$ cat src/rtl/axil_to_wb_bridge_if.sv
// Bus bundles for the AXI4-Lite-to-Wishbone bridge: an AXI4-Lite channel set
// and a classic Wishbone master/slave bundle.
interface axil_if #(
  parameter int unsigned ADDR_BITS = 18,
  parameter int unsigned DATA_BITS = 32
);
  logic [ADDR_BITS-1:0]   s_axi_awaddr;
  logic                   s_axi_awvalid;
  logic                   s_axi_awready;
  logic [DATA_BITS-1:0]   s_axi_wdata;
  logic [DATA_BITS/8-1:0] s_axi_wstrb;
  logic                   s_axi_wvalid;
  logic                   s_axi_wready;
  logic [1:0]             s_axi_bresp;
  logic                   s_axi_bvalid;
  logic                   s_axi_bready;
  logic [ADDR_BITS-1:0]   s_axi_araddr;
  logic                   s_axi_arvalid;
  logic                   s_axi_arready;
  logic [DATA_BITS-1:0]   s_axi_rdata;
  logic [1:0]             s_axi_rresp;
  logic                   s_axi_rvalid;
  logic                   s_axi_rready;

  modport master (
    output s_axi_awaddr, s_axi_awvalid, s_axi_wdata, s_axi_wstrb, s_axi_wvalid,
           s_axi_bready, s_axi_araddr, s_axi_arvalid, s_axi_rready,
    input  s_axi_awready, s_axi_wready, s_axi_bresp, s_axi_bvalid,
           s_axi_arready, s_axi_rdata, s_axi_rresp, s_axi_rvalid
  );

  modport slave (
    input  s_axi_awaddr, s_axi_awvalid, s_axi_wdata, s_axi_wstrb, s_axi_wvalid,
           s_axi_bready, s_axi_araddr, s_axi_arvalid, s_axi_rready,
    output s_axi_awready, s_axi_wready, s_axi_bresp, s_axi_bvalid,
           s_axi_arready, s_axi_rdata, s_axi_rresp, s_axi_rvalid
  );
endinterface

interface wb_if #(
  parameter int unsigned ADDR_BITS = 18,
  parameter int unsigned DATA_BITS = 32
);
  logic                   wbm_cyc_o;
  logic                   wbm_stb_o;
  logic                   wbm_we_o;
  logic [ADDR_BITS-1:0]   wbm_adr_o;
  logic [DATA_BITS-1:0]   wbm_dat_o;
  logic [DATA_BITS/8-1:0] wbm_sel_o;
  logic [DATA_BITS-1:0]   wbm_dat_i;
  logic                   wbm_ack_i;
  logic                   wbm_err_i;
  logic                   wbm_rty_i;

  modport master (
    output wbm_cyc_o, wbm_stb_o, wbm_we_o, wbm_adr_o, wbm_dat_o, wbm_sel_o,
    input  wbm_dat_i, wbm_ack_i, wbm_err_i, wbm_rty_i
  );

  modport slave (
    input  wbm_cyc_o, wbm_stb_o, wbm_we_o, wbm_adr_o, wbm_dat_o, wbm_sel_o,
    output wbm_dat_i, wbm_ack_i, wbm_err_i, wbm_rty_i
  );
endinterface

$ cat src/rtl/axil_to_wb_bridge.sv
// AXI4-Lite responder that runs each read or write as one classic Wishbone
// cycle, one transaction at a time, with read/write fairness and a watchdog.
module axil_to_wb_bridge #(
  parameter int unsigned ADDR_BITS = 18,
  parameter int unsigned DATA_BITS = 32,
  parameter int unsigned TIMEOUT   = 255
) (
  input  logic  wb_clk_i,
  input  logic  wb_rst_i,
  axil_if.slave s_axi,
  wb_if.master  wbm
);

  localparam int unsigned STRB_BITS = DATA_BITS / 8;
  localparam int unsigned CNT_BITS  = $clog2(TIMEOUT + 1);

  typedef enum logic [2:0] {IDLE, WB_WR, WB_RD, B_RESP, R_RESP} state_t;

  state_t state, next_state;

  logic                 aw_held, w_held, pri_rd;
  logic [ADDR_BITS-1:0] awaddr_q;
  logic [DATA_BITS-1:0] wdata_q;
  logic [STRB_BITS-1:0] wstrb_q;
  logic                 cyc_q, stb_q, we_q;
  logic [ADDR_BITS-1:0] adr_q;
  logic [DATA_BITS-1:0] dat_q;
  logic [STRB_BITS-1:0] sel_q;
  logic                 bvalid_q, rvalid_q;
  logic [1:0]           bresp_q, rresp_q;
  logic [DATA_BITS-1:0] rdata_q;
  logic [CNT_BITS-1:0]  wd_cnt;

  logic       grant_wr, awready_c, wready_c, arready_c;
  logic       aw_hs, w_hs, ar_hs, wr_go, term, timeout;
  logic [1:0] resp_c;

  assign aw_hs   = s_axi.s_axi_awvalid & awready_c;
  assign w_hs    = s_axi.s_axi_wvalid  & wready_c;
  assign ar_hs   = s_axi.s_axi_arvalid & arready_c;
  assign wr_go   = (aw_held | aw_hs) & (w_held | w_hs);
  assign term    = wbm.wbm_ack_i | wbm.wbm_err_i | wbm.wbm_rty_i;
  // A termination arriving on the timeout cycle takes precedence.
  assign timeout = (wd_cnt == CNT_BITS'(TIMEOUT)) & ~term;
  assign resp_c  = wbm.wbm_ack_i ? 2'b00 : (term ? 2'b10 : 2'b11);

  always_ff @(posedge wb_clk_i) begin
    if (wb_rst_i) state <= IDLE;
    else          state <= next_state;
  end

  always_comb begin
    next_state = state;
    case (state)
      IDLE: begin
        if (wr_go)      next_state = WB_WR;
        else if (ar_hs) next_state = WB_RD;
      end
      WB_WR:   if (term || timeout) next_state = B_RESP;
      WB_RD:   if (term || timeout) next_state = R_RESP;
      B_RESP:  if (s_axi.s_axi_bready) next_state = IDLE;
      R_RESP:  if (s_axi.s_axi_rready) next_state = IDLE;
      default: next_state = IDLE;
    endcase
  end

  // Arbitration: a half-captured write finishes first, otherwise alternate.
  always_comb begin
    grant_wr  = 1'b0;
    awready_c = 1'b0;
    wready_c  = 1'b0;
    arready_c = 1'b0;
    if (aw_held || w_held)
      grant_wr = 1'b1;
    else if ((s_axi.s_axi_awvalid || s_axi.s_axi_wvalid) && s_axi.s_axi_arvalid)
      grant_wr = ~pri_rd;
    else
      grant_wr = s_axi.s_axi_awvalid | s_axi.s_axi_wvalid;
    if (state == IDLE) begin
      awready_c = grant_wr & ~aw_held;
      wready_c  = grant_wr & ~w_held;
      arready_c = ~grant_wr;
    end
  end

  always_ff @(posedge wb_clk_i) begin
    if (wb_rst_i) begin
      aw_held  <= 1'b0;
      w_held   <= 1'b0;
      pri_rd   <= 1'b0;
      awaddr_q <= '0;
      wdata_q  <= '0;
      wstrb_q  <= '0;
      cyc_q    <= 1'b0;
      stb_q    <= 1'b0;
      we_q     <= 1'b0;
      adr_q    <= '0;
      dat_q    <= '0;
      sel_q    <= '0;
      bvalid_q <= 1'b0;
      bresp_q  <= 2'b00;
      rvalid_q <= 1'b0;
      rresp_q  <= 2'b00;
      rdata_q  <= '0;
      wd_cnt   <= '0;
    end else begin
      case (state)
        IDLE: begin
          wd_cnt <= '0;
          if (aw_hs) begin
            aw_held  <= 1'b1;
            awaddr_q <= s_axi.s_axi_awaddr;
          end
          if (w_hs) begin
            w_held  <= 1'b1;
            wdata_q <= s_axi.s_axi_wdata;
            wstrb_q <= s_axi.s_axi_wstrb;
          end
          // Launch straight from whichever half arrives last.
          if (wr_go) begin
            cyc_q <= 1'b1;
            stb_q <= 1'b1;
            we_q  <= 1'b1;
            adr_q <= aw_held ? awaddr_q : s_axi.s_axi_awaddr;
            dat_q <= w_held ? wdata_q : s_axi.s_axi_wdata;
            sel_q <= w_held ? wstrb_q : s_axi.s_axi_wstrb;
          end else if (ar_hs) begin
            cyc_q <= 1'b1;
            stb_q <= 1'b1;
            we_q  <= 1'b0;
            adr_q <= s_axi.s_axi_araddr;
            sel_q <= '1;
          end
        end
        WB_WR, WB_RD: begin
          wd_cnt <= wd_cnt + CNT_BITS'(1);
          if (term || timeout) begin
            cyc_q <= 1'b0;
            stb_q <= 1'b0;
            if (state == WB_WR) begin
              bvalid_q <= 1'b1;
              bresp_q  <= resp_c;
            end else begin
              rvalid_q <= 1'b1;
              rresp_q  <= resp_c;
              rdata_q  <= wbm.wbm_ack_i ? wbm.wbm_dat_i : '0;
            end
          end
        end
        B_RESP: begin
          if (s_axi.s_axi_bready) begin
            bvalid_q <= 1'b0;
            aw_held  <= 1'b0;
            w_held   <= 1'b0;
            pri_rd   <= 1'b1;
          end
        end
        R_RESP: begin
          if (s_axi.s_axi_rready) begin
            rvalid_q <= 1'b0;
            pri_rd   <= 1'b0;
          end
        end
        default: ;
      endcase
    end
  end

  assign s_axi.s_axi_awready = awready_c;
  assign s_axi.s_axi_wready  = wready_c;
  assign s_axi.s_axi_arready = arready_c;
  assign s_axi.s_axi_bvalid  = bvalid_q;
  assign s_axi.s_axi_bresp   = bresp_q;
  assign s_axi.s_axi_rvalid  = rvalid_q;
  assign s_axi.s_axi_rresp   = rresp_q;
  assign s_axi.s_axi_rdata   = rdata_q;

  assign wbm.wbm_cyc_o = cyc_q;
  assign wbm.wbm_stb_o = stb_q;
  assign wbm.wbm_we_o  = we_q;
  assign wbm.wbm_adr_o = adr_q;
  assign wbm.wbm_dat_o = dat_q;
  assign wbm.wbm_sel_o = sel_q;

endmodule
$ cat src/flat_wrapper.sv
// flat-port wrapper written by rule: the top's interface ports become plain ports
module axil_to_wb_bridge_flat 
#(
  parameter int unsigned ADDR_BITS = 18,
  parameter int unsigned DATA_BITS = 32,
  parameter int unsigned TIMEOUT   = 255
)
  (wb_clk_i, wb_rst_i, s_axi_s_axi_awaddr, s_axi_s_axi_awvalid, s_axi_s_axi_wdata, s_axi_s_axi_wstrb, s_axi_s_axi_wvalid, s_axi_s_axi_bready, s_axi_s_axi_araddr, s_axi_s_axi_arvalid, s_axi_s_axi_rready, s_axi_s_axi_awready, s_axi_s_axi_wready, s_axi_s_axi_bresp, s_axi_s_axi_bvalid, s_axi_s_axi_arready, s_axi_s_axi_rdata, s_axi_s_axi_rresp, s_axi_s_axi_rvalid, wbm_wbm_cyc_o, wbm_wbm_stb_o, wbm_wbm_we_o, wbm_wbm_adr_o, wbm_wbm_dat_o, wbm_wbm_sel_o, wbm_wbm_dat_i, wbm_wbm_ack_i, wbm_wbm_err_i, wbm_wbm_rty_i);
  axil_if #(.ADDR_BITS(ADDR_BITS), .DATA_BITS(DATA_BITS)) s_axi_i ();
  wb_if #(.ADDR_BITS(ADDR_BITS), .DATA_BITS(DATA_BITS)) wbm_i ();
  input  logic wb_clk_i;
  input  logic wb_rst_i;
  input wire logic [$bits(s_axi_i.s_axi_awaddr)-1:0] s_axi_s_axi_awaddr;
  input wire logic [$bits(s_axi_i.s_axi_awvalid)-1:0] s_axi_s_axi_awvalid;
  input wire logic [$bits(s_axi_i.s_axi_wdata)-1:0] s_axi_s_axi_wdata;
  input wire logic [$bits(s_axi_i.s_axi_wstrb)-1:0] s_axi_s_axi_wstrb;
  input wire logic [$bits(s_axi_i.s_axi_wvalid)-1:0] s_axi_s_axi_wvalid;
  input wire logic [$bits(s_axi_i.s_axi_bready)-1:0] s_axi_s_axi_bready;
  input wire logic [$bits(s_axi_i.s_axi_araddr)-1:0] s_axi_s_axi_araddr;
  input wire logic [$bits(s_axi_i.s_axi_arvalid)-1:0] s_axi_s_axi_arvalid;
  input wire logic [$bits(s_axi_i.s_axi_rready)-1:0] s_axi_s_axi_rready;
  output wire logic [$bits(s_axi_i.s_axi_awready)-1:0] s_axi_s_axi_awready;
  output wire logic [$bits(s_axi_i.s_axi_wready)-1:0] s_axi_s_axi_wready;
  output wire logic [$bits(s_axi_i.s_axi_bresp)-1:0] s_axi_s_axi_bresp;
  output wire logic [$bits(s_axi_i.s_axi_bvalid)-1:0] s_axi_s_axi_bvalid;
  output wire logic [$bits(s_axi_i.s_axi_arready)-1:0] s_axi_s_axi_arready;
  output wire logic [$bits(s_axi_i.s_axi_rdata)-1:0] s_axi_s_axi_rdata;
  output wire logic [$bits(s_axi_i.s_axi_rresp)-1:0] s_axi_s_axi_rresp;
  output wire logic [$bits(s_axi_i.s_axi_rvalid)-1:0] s_axi_s_axi_rvalid;
  output wire logic [$bits(wbm_i.wbm_cyc_o)-1:0] wbm_wbm_cyc_o;
  output wire logic [$bits(wbm_i.wbm_stb_o)-1:0] wbm_wbm_stb_o;
  output wire logic [$bits(wbm_i.wbm_we_o)-1:0] wbm_wbm_we_o;
  output wire logic [$bits(wbm_i.wbm_adr_o)-1:0] wbm_wbm_adr_o;
  output wire logic [$bits(wbm_i.wbm_dat_o)-1:0] wbm_wbm_dat_o;
  output wire logic [$bits(wbm_i.wbm_sel_o)-1:0] wbm_wbm_sel_o;
  input wire logic [$bits(wbm_i.wbm_dat_i)-1:0] wbm_wbm_dat_i;
  input wire logic [$bits(wbm_i.wbm_ack_i)-1:0] wbm_wbm_ack_i;
  input wire logic [$bits(wbm_i.wbm_err_i)-1:0] wbm_wbm_err_i;
  input wire logic [$bits(wbm_i.wbm_rty_i)-1:0] wbm_wbm_rty_i;
  assign s_axi_i.s_axi_awaddr = s_axi_s_axi_awaddr;
  assign s_axi_i.s_axi_awvalid = s_axi_s_axi_awvalid;
  assign s_axi_i.s_axi_wdata = s_axi_s_axi_wdata;
  assign s_axi_i.s_axi_wstrb = s_axi_s_axi_wstrb;
  assign s_axi_i.s_axi_wvalid = s_axi_s_axi_wvalid;
  assign s_axi_i.s_axi_bready = s_axi_s_axi_bready;
  assign s_axi_i.s_axi_araddr = s_axi_s_axi_araddr;
  assign s_axi_i.s_axi_arvalid = s_axi_s_axi_arvalid;
  assign s_axi_i.s_axi_rready = s_axi_s_axi_rready;
  assign s_axi_s_axi_awready = s_axi_i.s_axi_awready;
  assign s_axi_s_axi_wready = s_axi_i.s_axi_wready;
  assign s_axi_s_axi_bresp = s_axi_i.s_axi_bresp;
  assign s_axi_s_axi_bvalid = s_axi_i.s_axi_bvalid;
  assign s_axi_s_axi_arready = s_axi_i.s_axi_arready;
  assign s_axi_s_axi_rdata = s_axi_i.s_axi_rdata;
  assign s_axi_s_axi_rresp = s_axi_i.s_axi_rresp;
  assign s_axi_s_axi_rvalid = s_axi_i.s_axi_rvalid;
  assign wbm_wbm_cyc_o = wbm_i.wbm_cyc_o;
  assign wbm_wbm_stb_o = wbm_i.wbm_stb_o;
  assign wbm_wbm_we_o = wbm_i.wbm_we_o;
  assign wbm_wbm_adr_o = wbm_i.wbm_adr_o;
  assign wbm_wbm_dat_o = wbm_i.wbm_dat_o;
  assign wbm_wbm_sel_o = wbm_i.wbm_sel_o;
  assign wbm_i.wbm_dat_i = wbm_wbm_dat_i;
  assign wbm_i.wbm_ack_i = wbm_wbm_ack_i;
  assign wbm_i.wbm_err_i = wbm_wbm_err_i;
  assign wbm_i.wbm_rty_i = wbm_wbm_rty_i;
  axil_to_wb_bridge #(.ADDR_BITS(ADDR_BITS), .DATA_BITS(DATA_BITS), .TIMEOUT(TIMEOUT)) u_core (.wb_clk_i(wb_clk_i), .wb_rst_i(wb_rst_i), .s_axi(s_axi_i), .wbm(wbm_i));
endmodule
$ cat config.mk
export PLATFORM = sky130hd
export DESIGN_NAME = axil_to_wb_bridge_flat
export DESIGN_NICKNAME = d
export VERILOG_FILES = /design/src/rtl/axil_to_wb_bridge_if.sv /design/src/rtl/axil_to_wb_bridge.sv /design/src/flat_wrapper.sv
export SDC_FILE = /design/constraint.sdc
export NUM_CORES = 1
export LEC_CHECK = 0
export ABC_AREA = 1
export CAP_MARGIN = 10
export CORE_UTILIZATION = 48
export CTS_BUF_LIST = sky130_fd_sc_hd__clkbuf_2
export DETAILED_ROUTE_END_ITERATION = 12
export GPL_TIMING_DRIVEN = 0
export PLACE_DENSITY_LB_ADDON = 0.05
export REMOVE_ABC_BUFFERS = 1
export SYNTH_ARGS = -nofsm -noshare
export SYNTH_HDL_FRONTEND = slang
export SYNTH_SLANG_ARGS = --single-unit
$ cat constraint.sdc
create_clock -name wb_clk_i -period 1.9 [get_ports wb_clk_i]
set_input_delay 0.285 -clock wb_clk_i [delete_from_list [all_inputs] [get_ports wb_clk_i]]
set_output_delay 0.285 -clock wb_clk_i [all_outputs]
set_load 0.05 [all_outputs]
== After elaboration in Yosys (flattened, before gate mapping) ==
Cells that the tools add are included.
Operators by class
  add/sub/neg operators: 1
  mux-type cells: 43
  bitwise logic cells: 18
  reduce and logical (&&, ||, !) cells: 25
  eq/ne operators: 15
Operators with widths (count)
  2-to-1 mux 32 bit: 2
  2-to-1 mux 18 bit: 3
  2-to-1 mux 1 bit: 20
  2-to-1 mux 3 bit: 6
  AND reduction 3 bit: 6
  case mux 8 bit (2 select lines): 1
  case mux 3 bit (5 select lines): 1
  2-to-1 mux 4 bit: 3
  inequality test 2 x 1 -> 1 bit, second input constant: 6
  case mux 1 bit (2 select lines): 6
  nonzero test 2 bit: 6
  adder 8 x 1 -> 8 bit, second input constant: 1
  == test 8 bit, second input constant: 1
  AND reduction 2 bit: 4
  AND reduction 4 bit: 2
  AND 1 bit: 7
  == test 3 x 2 -> 1 bit, second input constant: 2
  inequality test 2 bit, second input constant: 3
  inverter 1 bit: 6
  OR 1 bit: 5
  AND reduction 5 bit: 1
  == test 3 x 1 -> 1 bit, second input constant: 1
  == test 3 bit, second input constant: 1
  logical NOT 3 bit: 1
  other kinds (5): 7
Storage, ports and cells
  register bits after elaboration: 162
  output and inout bits: 98

== Logic depth before layout (Yosys ltp) ==
  depth after elaboration: 11
  depth in mapped cells: 12
  mapped depth without buffers: 11

== Least setup slack after synthesis ==
Ideal clock, no wire load.
  path type: register -> register
  start point: register u_core.w_held
  end point: register u_core.adr_q[10], in the netlist u_core.wbm.wbm_adr_o[10]
  period minus slack after synthesis: 2.280 ns
  arrival time: 2.168 ns
  buffers on the path: 3
  path slack: -0.380 ns
  setup time: 0.113 ns
  stages on the path, launching flop included: 12
  path through: dfxtp_1 -> buf_2 -> nor2_2 -> nand2_2 -> nor2_1 -> nand2_1 -> nand3_4 -> nand2_2 -> buf_6 -> buf_6 -> nor2_1 -> nor2_1
RTL lines
  start, declared: RTL line axil_to_wb_bridge.sv:21  | logic aw_held, w_held, pri_rd;
  start signal, assigned: RTL line axil_to_wb_bridge.sv:89  | w_held <= 1'b0;
  start signal, assigned: RTL line axil_to_wb_bridge.sv:115  | w_held <= 1'b1;
  start signal, assigned: RTL line axil_to_wb_bridge.sv:154  | w_held <= 1'b0;
  logical OR 1 bit: RTL line axil_to_wb_bridge.sv:73  | if (aw_held || w_held)
  2-to-1 mux 1 bit: RTL line axil_to_wb_bridge.sv:73
  inverter 1 bit: RTL line axil_to_wb_bridge.sv:82  | arready_c = ~grant_wr;
  2-to-1 mux 1 bit: RTL line axil_to_wb_bridge.sv:79  | if (state == IDLE) begin
  net s_axi_s_axi_arready: RTL line flat_wrapper.sv:26  | output wire logic [$bits(s_axi_i.s_axi_arready)-1:0] s_axi_s_axi_arready;
  AND 1 bit: RTL line axil_to_wb_bridge.sv:40  | assign ar_hs = s_axi.s_axi_arvalid & arready_c;
  nonzero test 2 bit (no source line)
  AND reduction 2 bit (no source line)
  end signal, assigned: RTL line axil_to_wb_bridge.sv:124  | adr_q <= aw_held ? awaddr_q : s_axi.s_axi_awaddr;
  end signal, assigned: RTL line axil_to_wb_bridge.sv:131  | adr_q <= s_axi.s_axi_araddr;
  end, declared: RTL line axil_to_wb_bridge.sv:26  | logic [ADDR_BITS-1:0] adr_q;
The timed path passes the listed nets, and every way through them passes these cells.
A chain may end at the register's enable or synchronous reset.

== Final worst setup path ==
  start point: register u_core.state[0]
  end point: register u_core.adr_q[0], in the netlist u_core.wbm.wbm_adr_o[0]
Between the ends
  longest elaborated chain between the ends: 7
RTL lines
  start, declared: RTL line axil_to_wb_bridge.sv:19  | state_t state, next_state;
  start signal, assigned: RTL line axil_to_wb_bridge.sv:49  | else state <= next_state;
  logical NOT 3 bit (*): RTL line axil_to_wb_bridge.sv:79, axil_to_wb_bridge.sv:107
  2-to-1 mux 1 bit: RTL line axil_to_wb_bridge.sv:79
  AND 1 bit (on tied branches): RTL line axil_to_wb_bridge.sv:38, axil_to_wb_bridge.sv:39
  OR 1 bit: RTL line axil_to_wb_bridge.sv:41  | assign wr_go = (aw_held | aw_hs) & (w_held | w_hs);
  AND 1 bit: RTL line axil_to_wb_bridge.sv:41
  nonzero test 2 bit (no source line)
  AND reduction 2 bit (no source line)
Mark *: on every way between the ends. The rest lies on a longest branch, timed or not.

==> results.yml <==
outcome:
  status: "finished, violations left"
  violations: "negative setup slack"
setup_path:
  reg2reg_depth: 15
  cp.required_ns: 2.57
  crit_path_frequent_cell: "nand2_8"
  timing.rr.start: "u_core.state[0]$_SDFFE_PP0P_"
  critical_path_arrival_ns: 2.80
  crit_type: "reg2reg"
  path_cells: "nor2_4, nand2_8, buf_4, buf_6, nor2_4, nand3_4, nand2_8, nand2_8, buf_12, nand3_4, buf_12, nand2_8, nand2_2, nand2_1, nor2_1"
  start_kind: "register"
  worst-path-stages: 15
  startpoint: "u_core.state[0]$_SDFFE_PP0P_"
  path_max_fanout: 6
  path_buf_inv: 4
  critPathTopFamily: "simple AND/OR/NAND/NOR gates"
  r2r_slack_ns: -0.23
  slowest_delay_ns: 0.41
  reg2reg_to: "u_core.wbm.wbm_adr_o[0]$_SDFFE_PP0P_"
  crit_end: "u_core.wbm.wbm_adr_o[0]$_SDFFE_PP0P_"
  end_kind: "register"
  slowest_stage: "dfxtp_4"
cts:
  clk_latency_ns: 0.72
  cts_tree: "done"
  htreeDepth: 4
  clockRootBuffer: "clkbuf_2"
  path_clk_slew_ns: 0.22
  cts_buffers: 17
  cts.sinks: 162
  cts_buffer_depth: 2
layout:
  diodes: 0
  layout-drive-gt1-share_pct: 24.1
  regArea_um2: 3260
  fill_cells: 1076
  multi_input_area_um2: 3530
  fin_util_pct: 74.4
  nets: 1331
  area_delta_synth_final_pct: 51.2
die:
  start_util_pct: 49.2
  ios: 212
  fp.coreArea_um2: 13900
  dieArea_um2: 14700
  fp.dieH_um: 121
  fp.dieW_um: 121
  rows: 43
placed_design:
  place_congestion: 0.770
  port-buffer-count: 211
  hpwl_mm: 10.8
timing:
  slew_headroom_pct: 50.9
  setup_viol: 61
  finalCritPeriodShare_pct: 112
  skew_ns: 0.0325
  rsz0062_at_grt: "yes"
  finalHoldViolCount: 0
  fin_crit_ns: 2.13
  slew_violations: 0
  whs_ns: 0.0883
  max_freq_mhz: 470
  tightest_slew_ns: 0.737
  fin_ws_ns: -0.227
power_and_ir_drop:
  power_density_nw_per_um2: 1540
  p_clk_share_pct: 11.3
  p_sw_mw: 7.74
  peakVddDrop_v: 0.00106
  p_int_mw: 8.14
  switching_share_pct: 48.8
  leakage_nw: 4.26
  seqPwrFrac_pct: 29.6
  power_frac_comb_pct: 59.1
logic_synthesis:
  synth.avg_cell_area_um2: 7.04
  netlist_top_cells_area: "dfxtp_1, nand2_1, o21ai_0"
  yosysTopAreaCellShare_pct: 47.5
  synth-seq-area-share_pct: 47.5
  syn_inst: 970
  ys_ff_latch: 162
  ys_warn_count: 0
  synth_area_um2: 6830
  synth_area_leader_cell: "dfxtp_1"
  synth_cell_types: 30
route:
  drtAntennaViolNets: 0
  drcViolationCount: 0
  drt_first_iter_violations: 556
  drtPass1Iterations: 5
  vias: 7213
  drt-wirelength-per-cell_um: 15.3
  vias_per_cell: 5.12
  totalWireLength_mm: 21.5
flow_run:
  maxCapViolCount: 0
global_routing:
  track_usage_pct: 26.4
  grt_first_pass_wirelength_mm: 30.4
  grt_antenna_before_repair: 0
  grt_max_degree: 62
  gr-total-overflow: 0
  grt_pass1_vias: 6241
min_path:
  min_path_type: "in2reg"
-- state kept, by name (all words and copies together) (netlist names) --
name                       flops
u_core.aw_held                 1
u_core.awaddr_q               18
u_core.pri_rd                  1
u_core.s_axi.s_axi_bresp       2
u_core.s_axi.s_axi_bvalid      1
u_core.s_axi.s_axi_rdata      32
u_core.s_axi.s_axi_rresp       2
u_core.s_axi.s_axi_rvalid      1
u_core.state                   3
u_core.w_held                  1
u_core.wbm.wbm_adr_o          18
u_core.wbm.wbm_cyc_o           1
u_core.wbm.wbm_dat_o          32
u_core.wbm.wbm_sel_o           4
u_core.wbm.wbm_we_o            1
u_core.wd_cnt                  8
u_core.wdata_q                32
u_core.wstrb_q                 4
-- layout by cell type (no fill, tap or decap), types with 6 or more instances in the layout --
cell type and count:
nand2_1 221, dfxtp_1 155, nor2_1 114, clkdlybuf4s50_1 112
o21ai_0 90, a21oi_1 86, inv_1 78, clkdlybuf4s15_2 73
clkbuf_2 40, buf_4 38, o21ai_1 29, nand2_2 22
nand3_1 17, o21ai_2 15, a22oi_1 14, nand2_8 13
nor2_2 12, nor2_4 12, buf_6 10, nand2_4 8
buf_12 8, clkinv_2 6, a21oi_2 6
-- Yosys cell counts --
master / count
inv_2: 4
nand3_4: 2
buf_2: 11
o211ai_1: 1
nor2_4: 3
nand2_2: 6
or2_2: 1
nand4_1: 2
buf_6: 3
clkbuf_1: 40
nor3b_1: 1
a211oi_1: 3
nand2_4: 2
nand2_1: 245
nor3_1: 3
buf_4: 5
a22oi_1: 14
o21ai_1: 13
inv_4: 1
a221oi_1: 2
a21oi_2: 1
nand3_1: 18
inv_1: 80
nor2_2: 3
dfxtp_1: 162
nor2_1: 130
o21ai_0: 121
ha_1: 1
a21oi_1: 91
clkinv_1: 1
-- how the worst min path moves through the flow --
stage | from | slack [ns] | cells past startpoint | endpoint
floorplan | wb_rst_i | 0.35 | 1 | u_core.wbm.wbm_cyc_o$_SDFFE_PP0P_
global placement | u_core.wbm.wbm_sel_o[2]$_SDFFE_PP0P_ | 0.43 | 2 | u_core.wbm.wbm_sel_o[2]$_SDFFE_PP0P_
detailed placement | u_core.wbm.wbm_sel_o[2]$_SDFFE_PP0P_ | 0.44 | 2 | u_core.wbm.wbm_sel_o[2]$_SDFFE_PP0P_
CTS | wbm_wbm_dat_i[15] | 0.05 | 3 | u_core.s_axi.s_axi_rdata[15]$_SDFFE_PP0P_
global route | wbm_wbm_dat_i[15] | 0.02 | 3 | u_core.s_axi.s_axi_rdata[15]$_SDFFE_PP0P_
finish | wbm_wbm_dat_i[15] | 0.09 | 3 | u_core.s_axi.s_axi_rdata[15]$_SDFFE_PP0P_
-- logic make-up after synthesis --
| group | Yosys count | synth area share (%) |
|---|---|---|
| simple gates | 416 | 24.7 |
| compound gates | 246 | 18.8 |
| flops | 162 | 47.5 |
| buf+inv | 145 | 8.81 |
| fa+ha+maj | 1 | 0.183 |
-- power by group through the flow --
stage | combinational (mW) | clock, mW | sequential, mW
after global placement | 6.61 | 0 | 4.74
after CTS | 7.89 | 1.82 | 4.66
after floorplan | 2.86 | 0 | 6.42
after detailed placement | 6.68 | 0 | 4.76
final | 9.38 | 1.79 | 4.71
after global routing | 9.99 | 1.97 | 4.81
-- repair_timing --
item | CTS | global route
hold buffers | 2 | 0
endpoints found under the hold margin | 16 | 0
pin swaps | 17 | 51
cloned | 8 | 11
endpoints found under the setup margin | 199 | 121
setup buffers | 35 | 19
gates resized for setup | 332 | 137
-- tightest hold or removal path, cell delays in order --
cell	delay, ns
clkdlybuf4s50_1	0.39
nand2_1	0.06
a21oi_1	0.05
-- metal layers --
metal  part of all wire [%]  vias to the layer above  track usage, %
met5                      0                        -               0
met4                    1.3                        0            8.18
met3                    8.4                       28            7.75
met2                     47                      267            41.9
met1                     43                     3305            34.2
li1                       -                     3613               -
-- cell type report --
| class | count | share of cell area, % |
|---|---|---|
| Clock buffer | 20 | 0.969 |
| Multi-Input combinational cell | 677 | 34.1 |
| Sequential cell | 162 | 31.5 |
| Inverter | 86 | 3.51 |
| Tap cell | 180 | 2.18 |
| Timing Repair inverter | 1 | 0.109 |
| Timing Repair Buffer | 271 | 26.4 |
| Clock inverter | 12 | 1.13 |
-- through the flow --
step | instances | TNS, ns | total power [mW] | setup WS, ns | instance area, µm²
after floorplan | 911 | -102.80 | 9.28 | -1.34 | 6560
after global placement | 1302 | -509.32 | 11.3 | -4.25 | 8890
after detailed placement | 1305 | -136.54 | 11.4 | -1.51 | 8950
after CTS | 1382 | -0.609 | 14.4 | -0.226 | 9890
after global routing | 1409 | -13.53 | 16.8 | -0.311 | 10300
final | 1409 | -8.73 | 15.9 | -0.227 | 10300
No activity file was read; power rests on OpenSTA's default activity.
